$ cat config.mk
export PLATFORM = sky130hd
export DESIGN_NAME = seq_core_debug_cmd_responder
export DESIGN_NICKNAME = d
export VERILOG_FILES = /design/src/rtl/seq_core_debug_rsp_pkg.sv /design/src/rtl/seq_core_debug_timeout_ctr.sv /design/src/rtl/seq_core_debug_cmd_responder.sv
export SDC_FILE = /design/constraint.sdc
export NUM_CORES = 1
export LEC_CHECK = 0
export CORE_MARGIN = 2
export CORE_UTILIZATION = 35
export CTS_CLUSTER_SIZE = 40
export DETAILED_ROUTE_END_ITERATION = 10
export GPL_ROUTABILITY_DRIVEN = 1
export REMOVE_ABC_BUFFERS = 1
export SYNTH_ARGS = -nofsm -noshare
export SYNTH_HDL_FRONTEND = slang
export SYNTH_HIERARCHICAL = 1
export SYNTH_SLANG_ARGS = --single-unit
$ cat constraint.sdc
create_clock -name avl_clk -period 21.5 [get_ports avl_clk]
set_clock_uncertainty 0.2 [all_clocks]
set_input_delay 2.15 -clock avl_clk [delete_from_list [all_inputs] [get_ports avl_clk]]
set_output_delay 2.15 -clock avl_clk [all_outputs]
set_load 0.02 [all_outputs]
$ cat src/rtl/seq_core_debug_rsp_pkg.sv
// Shared definitions for the sequencer core debug command responder:
// FSM states, error codes, register word offsets and CMD_STATUS layout.
package seq_core_debug_rsp_pkg;

  localparam logic [31:0] SEQ_CORE_DEBUG_BASE      = 32'h0000_0000;
  localparam logic [31:0] SEQ_CORE_DEBUG_SIZE_REG  = SEQ_CORE_DEBUG_BASE + 32'h0;
  localparam logic [31:0] SEQ_CORE_RSP_DATA        = SEQ_CORE_DEBUG_BASE + 32'h4;
  localparam logic [31:0] SEQ_CORE_REQ_CMD         = SEQ_CORE_DEBUG_BASE + 32'h8;
  localparam logic [31:0] SEQ_CORE_CMD_STATUS      = SEQ_CORE_DEBUG_BASE + 32'hC;
  localparam logic [31:0] SEQ_CORE_CMD_PARAMS      = SEQ_CORE_DEBUG_BASE + 32'h10;

  localparam logic [3:0] OfsDebugSize = 4'((SEQ_CORE_DEBUG_SIZE_REG - SEQ_CORE_DEBUG_BASE) >> 2);
  localparam logic [3:0] OfsRspData   = 4'((SEQ_CORE_RSP_DATA - SEQ_CORE_DEBUG_BASE) >> 2);
  localparam logic [3:0] OfsReqCmd    = 4'((SEQ_CORE_REQ_CMD - SEQ_CORE_DEBUG_BASE) >> 2);
  localparam logic [3:0] OfsCmdStatus = 4'((SEQ_CORE_CMD_STATUS - SEQ_CORE_DEBUG_BASE) >> 2);
  localparam logic [3:0] OfsParams    = 4'((SEQ_CORE_CMD_PARAMS - SEQ_CORE_DEBUG_BASE) >> 2);

  typedef enum logic [2:0] {StIdle, StIssue, StWaitRsp, StDone, StError} state_e;

  localparam logic [3:0] ErrNone    = 4'd0;
  localparam logic [3:0] ErrBadCmd  = 4'd1;
  localparam logic [3:0] ErrTimeout = 4'd2;
  localparam logic [3:0] ErrCoreErr = 4'd3;

  localparam int unsigned StatStateLsb = 0;
  localparam int unsigned StatErrLsb   = 4;
  localparam int unsigned StatRspLsb   = 8;
  localparam int unsigned StatDropLsb  = 16;

  function automatic logic [1:0] status_state(state_e s);
    case (s)
      StIssue, StWaitRsp: return 2'd1;
      StDone:             return 2'd2;
      StError:            return 2'd3;
      default:            return 2'd0;
    endcase
  endfunction

  function automatic logic [31:0] pack_status(logic [1:0] st, logic [3:0] err,
                                              logic [7:0] rspc, logic [15:0] drop);
    logic [31:0] s;
    s = '0;
    s[StatStateLsb +: 2] = st;
    s[StatErrLsb +: 4]   = err;
    s[StatRspLsb +: 8]   = rspc;
    s[StatDropLsb +: 16] = drop;
    return s;
  endfunction

endpackage

$ cat src/rtl/seq_core_debug_timeout_ctr.sv
// Loadable down-counter; flags expiry on the enabled cycle that would bring it to zero.
module seq_core_debug_timeout_ctr #(
  parameter int unsigned       Width   = 16,
  parameter logic [Width-1:0] LoadVal = '1
) (
  input  logic clk_i,
  input  logic rst_i,
  input  logic load_i,
  input  logic en_i,
  output logic expire_o
);

  logic [Width-1:0] cnt_q, cnt_d;

  always_comb begin
    cnt_d = cnt_q;
    if (load_i) begin
      cnt_d = LoadVal;
    end else if (en_i && (cnt_q != '0)) begin
      cnt_d = cnt_q - 1'b1;
    end
  end

  // A zero load value never reaches one, so the timeout is disabled.
  assign expire_o = en_i && !load_i && (cnt_q == Width'(1));

  always_ff @(posedge clk_i or posedge rst_i) begin
    if (rst_i) begin
      cnt_q <= '0;
    end else begin
      cnt_q <= cnt_d;
    end
  end

endmodule

$ cat src/rtl/seq_core_debug_cmd_responder.sv
// Debug command mailbox: Avalon-MM register file that issues commands to the sequencer
// core over valid/ready and publishes the response, timeout and errors in CMD_STATUS.
module seq_core_debug_cmd_responder
  import seq_core_debug_rsp_pkg::*;
#(
  parameter int unsigned NUM_PARAMS     = 4,
  parameter int unsigned NUM_CMDS       = 22,
  parameter int unsigned TIMEOUT_CYCLES = 65535,
  parameter logic [31:0] DEBUG_SIZE     = 32'h8f4
) (
  input  logic                    avl_clk,
  input  logic                    avl_reset,
  input  logic [3:0]              avl_address,
  input  logic                    avl_write,
  input  logic [31:0]             avl_writedata,
  input  logic                    avl_read,
  output logic [31:0]             avl_readdata,
  output logic                    avl_readdatavalid,
  output logic                    cmd_valid,
  input  logic                    cmd_ready,
  output logic [7:0]              cmd_code,
  output logic [32*NUM_PARAMS-1:0] cmd_params,
  input  logic                    rsp_valid,
  input  logic [7:0]              rsp_code,
  input  logic [31:0]             rsp_data,
  output logic                    busy
);

  localparam int unsigned TimerW = (TIMEOUT_CYCLES < 2) ? 1 : $clog2(TIMEOUT_CYCLES + 1);

  state_e                         state_q, state_d;
  logic [7:0]                     code_q, code_d;
  logic [NUM_PARAMS-1:0][31:0]    params_q, params_d;
  logic [31:0]                    rsp_data_q, rsp_data_d;
  logic [3:0]                     err_q, err_d;
  logic [7:0]                     rspc_q, rspc_d;
  logic [15:0]                    drop_q, drop_d;
  logic [31:0]                    readdata_q, readdata_d;
  logic                           rdv_q, cmd_valid_q, cmd_valid_d, busy_q, busy_d;
  logic                           req_wr, timer_load, timer_en, timer_expire;
  logic [31:0]                    rd_mux;

  assign req_wr     = avl_write && (avl_address == OfsReqCmd);
  assign timer_load = (state_q == StIssue) && cmd_ready;
  assign timer_en   = (state_q == StWaitRsp) && !rsp_valid;

  seq_core_debug_timeout_ctr #(
    .Width   (TimerW),
    .LoadVal (TimerW'(TIMEOUT_CYCLES))
  ) u_timeout_ctr (
    .clk_i    (avl_clk),
    .rst_i    (avl_reset),
    .load_i   (timer_load),
    .en_i     (timer_en),
    .expire_o (timer_expire)
  );

  always_comb begin
    state_d    = state_q;
    code_d     = code_q;
    params_d   = params_q;
    rsp_data_d = rsp_data_q;
    err_d      = err_q;
    rspc_d     = rspc_q;
    drop_d     = drop_q;
    case (state_q)
      StIdle, StDone, StError: begin
        if (req_wr) begin
          if (avl_writedata != '0) begin
            code_d = avl_writedata[7:0];
            err_d  = ErrNone;
            rspc_d = '0;
            if ((avl_writedata[7:0] == 8'd0) || ({24'd0, avl_writedata[7:0]} >= NUM_CMDS)) begin
              state_d = StError;
              err_d   = ErrBadCmd;
            end else begin
              state_d = StIssue;
            end
          end else if (state_q != StIdle) begin
            state_d = StIdle;
            err_d   = ErrNone;
            rspc_d  = '0;
          end
        end
        for (int unsigned i = 0; i < NUM_PARAMS; i++) begin
          if (avl_write && (avl_address == OfsParams + 4'(i))) params_d[i] = avl_writedata;
        end
      end
      StIssue, StWaitRsp: begin
        if (req_wr && (drop_q != 16'hFFFF)) drop_d = drop_q + 16'd1;
        if (state_q == StIssue) begin
          if (cmd_ready) state_d = StWaitRsp;
        end else if (rsp_valid) begin
          rsp_data_d = rsp_data;
          rspc_d     = rsp_code;
          if (rsp_code == 8'd0) begin
            state_d = StDone;
          end else begin
            state_d = StError;
            err_d   = ErrCoreErr;
          end
        end else if (timer_expire) begin
          state_d = StError;
          err_d   = ErrTimeout;
        end
      end
      default: state_d = StIdle;
    endcase
    cmd_valid_d = (state_d == StIssue);
    busy_d      = (state_d == StIssue) || (state_d == StWaitRsp);
  end

  // Read data reflects register contents before this cycle's update.
  always_comb begin
    rd_mux = '0;
    if (avl_address == OfsDebugSize) rd_mux = DEBUG_SIZE;
    if (avl_address == OfsRspData)   rd_mux = rsp_data_q;
    if (avl_address == OfsReqCmd)    rd_mux = {24'd0, code_q};
    if (avl_address == OfsCmdStatus) rd_mux = pack_status(status_state(state_q), err_q, rspc_q,
                                                          drop_q);
    for (int unsigned i = 0; i < NUM_PARAMS; i++) begin
      if (avl_address == OfsParams + 4'(i)) rd_mux = params_q[i];
    end
    readdata_d = avl_read ? rd_mux : readdata_q;
  end

  always_ff @(posedge avl_clk or posedge avl_reset) begin
    if (avl_reset) begin
      state_q     <= StIdle;
      code_q      <= '0;
      params_q    <= '0;
      rsp_data_q  <= '0;
      err_q       <= ErrNone;
      rspc_q      <= '0;
      drop_q      <= '0;
      readdata_q  <= '0;
      rdv_q       <= 1'b0;
      cmd_valid_q <= 1'b0;
      busy_q      <= 1'b0;
    end else begin
      state_q     <= state_d;
      code_q      <= code_d;
      params_q    <= params_d;
      rsp_data_q  <= rsp_data_d;
      err_q       <= err_d;
      rspc_q      <= rspc_d;
      drop_q      <= drop_d;
      readdata_q  <= readdata_d;
      rdv_q       <= avl_read;
      cmd_valid_q <= cmd_valid_d;
      busy_q      <= busy_d;
    end
  end

  assign avl_readdata      = readdata_q;
  assign avl_readdatavalid = rdv_q;
  assign cmd_valid         = cmd_valid_q;
  assign cmd_code          = code_q;
  assign cmd_params        = params_q;
  assign busy              = busy_q;

endmodule

; Word-level counts from Yosys, hierarchy flattened
; Cells that the tools add are included.
[totals]
regBits = 250
in_bits = 82
out_inout_bits = 171
wordCells = 111
[classes]
n_bitwise = 1
n_eq_ne = 21
order_cmp = 1
reduce_logical = 35
n_mux = 36
addsub = 2
[ops]
columns = operator, n
row1 = $mux W32, 7
row2 = $mux W8, 5
row3 = $mux W16, 2
row4 = $reduce_bool A32 Y1, 1
row5 = $mux W4, 7
row6 = $mux W3, 9
row7 = $add A16 B1 Y16 const B, 1
row8 = $eq A16 B1 Y1 const B, 1
row9 = $eq A4 B3 Y1 const B, 4
row10 = $logic_not A8 Y1, 2
row11 = $ne A16 B16 Y1 const B, 1
row12 = $pmux W8 S2, 1
row13 = $reduce_bool A16 Y1, 1
row14 = $sub A16 B1 Y16 const B, 1
row15 = $mux W12, 1
row16 = $logic_and A1 B1 Y1, 11
row17 = $reduce_and A2 Y1, 5
row18 = $eq A3 B2 Y1 const B, 3
row19 = $ne A3 B3 Y1 const B, 3
row20 = $eq A4 B2 Y1 const B, 2
row21 = $ge A8 B5 Y1 const B, 1
row22 = $pmux W4 S2, 1
row23 = $eq A3 B1 Y1 const B, 2
row24 = $ne A2 B2 Y1 const B, 3
row25 = other kinds (17), 21

; Longest topological paths before layout
[depth]
ltp_word = 11
depth_mapped = 11

; By module
; The synthesis kept the hierarchy.
[modules_own_cells]
columns = mod, area_each_um2, cells_per_inst, n_inst, seq_area_each_um2
row1 = seq_core_debug_cmd_responder, 10362.4, 819, 1, 5805.6
row2 = seq_core_debug_timeout_ctr, 939.7, 92, 1, 400.4

; Worst setup path before layout
; Ideal clock, no wire load.
[synth_timing]
path_type = input to register
start = in rsp_valid
end = reg err_q[0]
path_stages = 8
setup_time_ns = 0.125
t_required_ns = 21.175
t_arrival_ns = 4.061
path_slack_ns = 17.114
path_buffers = 0
cell_sequence = nor3_1 nor4b_2 nand4_1 nor3b_1 nor4_1 a31oi_1 nand3_1 mux2_2
[synth_between]
elab_chain_cells = 6
[synth_lines]
columns = item, line_no
row1 = "start, declared", seq_core_debug_cmd_responder.sv:23  ; input logic rsp_valid,
row2 = $logic_not A1 Y1, seq_core_debug_cmd_responder.sv:45  ; assign timer_en = (state_q == StWaitRsp) && !rsp_valid;
row3 = $logic_and A1 B1 Y1, seq_core_debug_cmd_responder.sv:45
row4 = $logic_and A1 B1 Y1 (2 in a row), seq_core_debug_timeout_ctr.sv:25  ; assign expire_o = en_i && !load_i && (cnt_q == Width'(1));
row5 = net timer_expire, seq_core_debug_cmd_responder.sv:40  ; logic req_wr, timer_load, timer_en, timer_expire;
row6 = $ne A3 B3 Y1 (no source line), n/a
row7 = $reduce_and A6 Y1 (no source line), n/a
row8 = "end signal, assigned", seq_core_debug_cmd_responder.sv:133  ; err_q <= ErrNone;
row9 = "end signal, assigned", seq_core_debug_cmd_responder.sv:145  ; err_q <= err_d;
row10 = "end, declared", seq_core_debug_cmd_responder.sv:35  ; logic [3:0] err_q, err_d;
; The timed path passes the listed nets, and every way through them passes these cells. The select of a mux whose other input is x is not followed.
; A chain may end at the register's enable or synchronous reset.

; Final worst setup path
[layout_timing]
start = in avl_address[2]
end = reg params_q, in the netlist cmd_params[124]
[layout_between]
elab_chain_cells = 3
[layout_lines]
columns = item, line_no
row1 = "start, declared", seq_core_debug_cmd_responder.sv:13  ; input logic [3:0] avl_address,
row2 = $eq A4 B3 Y1, seq_core_debug_cmd_responder.sv:86  ; if (avl_write && (avl_address == OfsParams + 4'(i))) params_d[i] = avl_writedata;
row3 = $logic_and A1 B1 Y1, seq_core_debug_cmd_responder.sv:86
row4 = $reduce_and A2 Y1 (no source line), n/a
row5 = "end signal, assigned", seq_core_debug_cmd_responder.sv:143  ; params_q <= params_d;
row6 = "end, declared", seq_core_debug_cmd_responder.sv:33  ; logic [NUM_PARAMS-1:0][31:0] params_q, params_d;
; No other way between the ends.

==> results.toml <==
[clocking]
htree_levels = 1
root_buffer = "clkbuf_16"
numCtsBuffers = 28
cts-resized-gates = 0
holdBufCountCts = 0
clk_pin_slew_ns = 0.06
cts_setup_buffers = 0
ctsLongestPathBuffers = 3
clkSinkCount = 248
cts_tree = "done"
insertion_delay_ns = 0.54

[detailed_routing]
vias = 8619
drt_iter0_drc = 572
routed_via_density = 5.483
drtAntennaViolNets = 0
finalWirelength_mm = 35.31
drc = 0
wire_per_inst_um = 22.46
first_pass_iters = 5

[floorplan]
rows = 65
die_area_um2 = 33750
core_area_um2 = 31720
fp.dieW_um = 183.7
io_pins = 253
initial_core_util_pct = 35.63
die_h_um = 183.7

[sta]
setup_tns_ns = 0
fin_ws_ns = 16.03
hold_viol = 0
fmax_ghz = 0.1830
min_period_over_period_pct = 25.42
worstMarginPinSlew_ns = 1.155
whs_ns = 0.3039
relSlewSlack_pct = 23.01
rsz0062_at_grt = "false"
fin_crit_ns = 5.466
maxSlewViolCount = 0
setup_viol_count_final = 0

[pwr]
p_per_area_nw_per_um2 = 95.79
p_leak_uw = 0.006403
max-vdd-ir-drop_uv = 53.71

[place]
pre_cts_ws_ns = 15.47
dpl-instance-area_um2 = 14190
place_inst = 1518
dp_hpwl_mm = 23.57
routabilityCongestion = 0.8633
numPortBuffers = 252

[synth]
ys_ff_latch = 248
ys_top_cells_by_area = "dfrtp_1, mux2_2, a221oi_1, a22o_1, a22oi_1"
synthTopCellsByCount = "dfrtp_1, mux2_2, nor2_1"
synth_warnings = 6
synth_cell_types = 66
synth_seq_area_share_pct = 54.91
postSynth.asyncResetShare_pct = 100.0
yosysTopAreaCell = "dfrtp_1"
syn-cell-area_um2 = 11300
ys.flop_type = "dfrtp_1"
avgSynthCellArea_um2 = 12.41
synth_edf_count = 0
synth_top_area_share_pct = 54.91
synthCells = 911
yosysMostFrequentCell = "dfrtp_1"

[cells_and_area]
ff_latch_area_um2 = 6206
n_fill_cell = 2854
syn_to_final_growth_pct = 33.65
stdcell_count = 1572
multiInputGateArea_um2 = 4793
nNetsFinal = 1231
drive_gt1_share_pct = 21.72
design_area_um2 = 15110

[critical_path]
worst_setup_path_end_kind = "register"
cp.arrival_ns = 5.68
cp_max_fo = 32
required_ns = 21.71
startpoint_type = "primary input"
setup.worst_path.class = "primary input to register"

[global_routing]
grt_max_degree = 99
grt.overflow.total = 0
grt_pass1_wl_mm = 53.96
grtUsageMet3_pct = 3.288
grt_use_met2_pct = 33.16
antenna_found_initial = 5
grt.total_usage_pct = 20.65
grt_use_met1_pct = 28.70
top_usage_layer = "met2"
grt_pass1_vias = 8807

[worst_hold_path]
hold_class = "register to register"

[outcome]
status = "finished, final reports clean"

[run]
cap_violations = 0
## placed cells by master, fill, tap and decap left out, types with 4 or more instances in the layout
master	synthesis	layout
clkdlybuf4s50_1	0	251
dfrtp_1	248	248
mux2_2	166	166
nor2_1	49	49
nand2_1	39	35
clkbuf_16	0	29
a22oi_1	27	27
a31oi_1	26	26
a22o_1	25	25
a221oi_1	25	25
inv_1	21	20
nor4_1	16	16
a21oi_1	16	16
o21ai_0	16	16
nand3_1	15	15
xor2_1	12	12
nor3_1	11	10
buf_4	2	10
mux2i_1	9	9
o31ai_1	9	9
nand2b_1	9	9
nand4_1	9	9
nor3_2	7	8
a211oi_1	8	8
clkbuf_1	31	8
o2bb2ai_1	7	7
clkbuf_8	0	7
nor2b_1	6	6
xnor2_1	6	6
diode_2	0	5
nand3b_1	5	5
nand2_2	0	4
o221ai_1	4	4
or4_1	4	4
o211ai_1	4	4
## power by group
part	switching (uW)	total [uW]	leakage, uW	internal (uW)
logic	177	365	0.00281	188
registers	68.5	611	0.00315	542
clock network	191	472	0.000443	281
total	436	1450	0.00640	1010
## area by class of cell
| class | count | area share [%] |
|---|---|---|
| clock buffers | 44 | 5.641 |
| flip-flops and latches | 248 | 41.08 |
| repair buffers | 262 | 17.16 |
| clock inverters | 5 | 0.3479 |
| multi-input cells | 583 | 31.73 |
| diodes | 5 | 0.08283 |
| well taps | 402 | 3.330 |
| inverters | 23 | 0.6212 |
## worst paths after layout
check,startpoint,to,slack [ns],cells past startpoint
min reg2reg,rsp_data_q[0],rsp_data_q[0],0.30,1
min,rsp_data_q[0],rsp_data_q[0],0.30,1
max in group asynchronous,avl_reset,rspc_q[7],17.67,3
max,avl_address[2],cmd_params[124],16.03,5
max reg2reg,state_q[2],err_q[0],18.11,9
min in group asynchronous,avl_reset,u_timeout_ctr/cnt_q[0],1.98,2
## sequential cells by signal (all words and copies together), names as in the netlist
signal,flops
rsp_data_q,32
avl_readdata,32
drop_q,16
cmd_code,8
err_q,2
rspc_q,8
avl_readdatavalid,1
busy,1
state_q,3
u_timeout_ctr/cnt_q,16
cmd_params,128
cmd_valid,1
## critical path: stages
cell,delay [ns]
clkdlybuf4s50_1,0.95
nor2b_1,0.32
and3_2,0.87
nand2_2,0.82
mux2_2,0.53
## kinds of logic (layout without fill, tap and decap cells)
group / count (synthesis) / in the layout / share of synthesized area, %
mux: 178 / 178 / 17.64
fa+ha+maj: 3 / 3 / 0.3322
flops: 248 / 248 / 54.91
compound gates: 181 / 181 / 11.96
xor+xnor: 18 / 18 / 1.395
buf+inv: 80 / 334 / 3.222
other cells: 0 / 5 / 0
simple gates: 203 / 203 / 10.55
## routing by layer
layer / vias up / part of all wire (%)
met3: 59 / 5.0
met5: - / 0
met2: 260 / 47
li1: 3894 / -
met1: 4406 / 46
met4: 0 / 2.8
## stage by stage
stage,utilization (%),total power (uW)
after floorplan,-,778.6
after global placement,44.73,979.1
after detailed placement,44.73,985.0
after CTS,47.59,1461
after global routing,47.63,1509
final,47.63,1447
No activity file was read; power rests on OpenSTA's default activity.
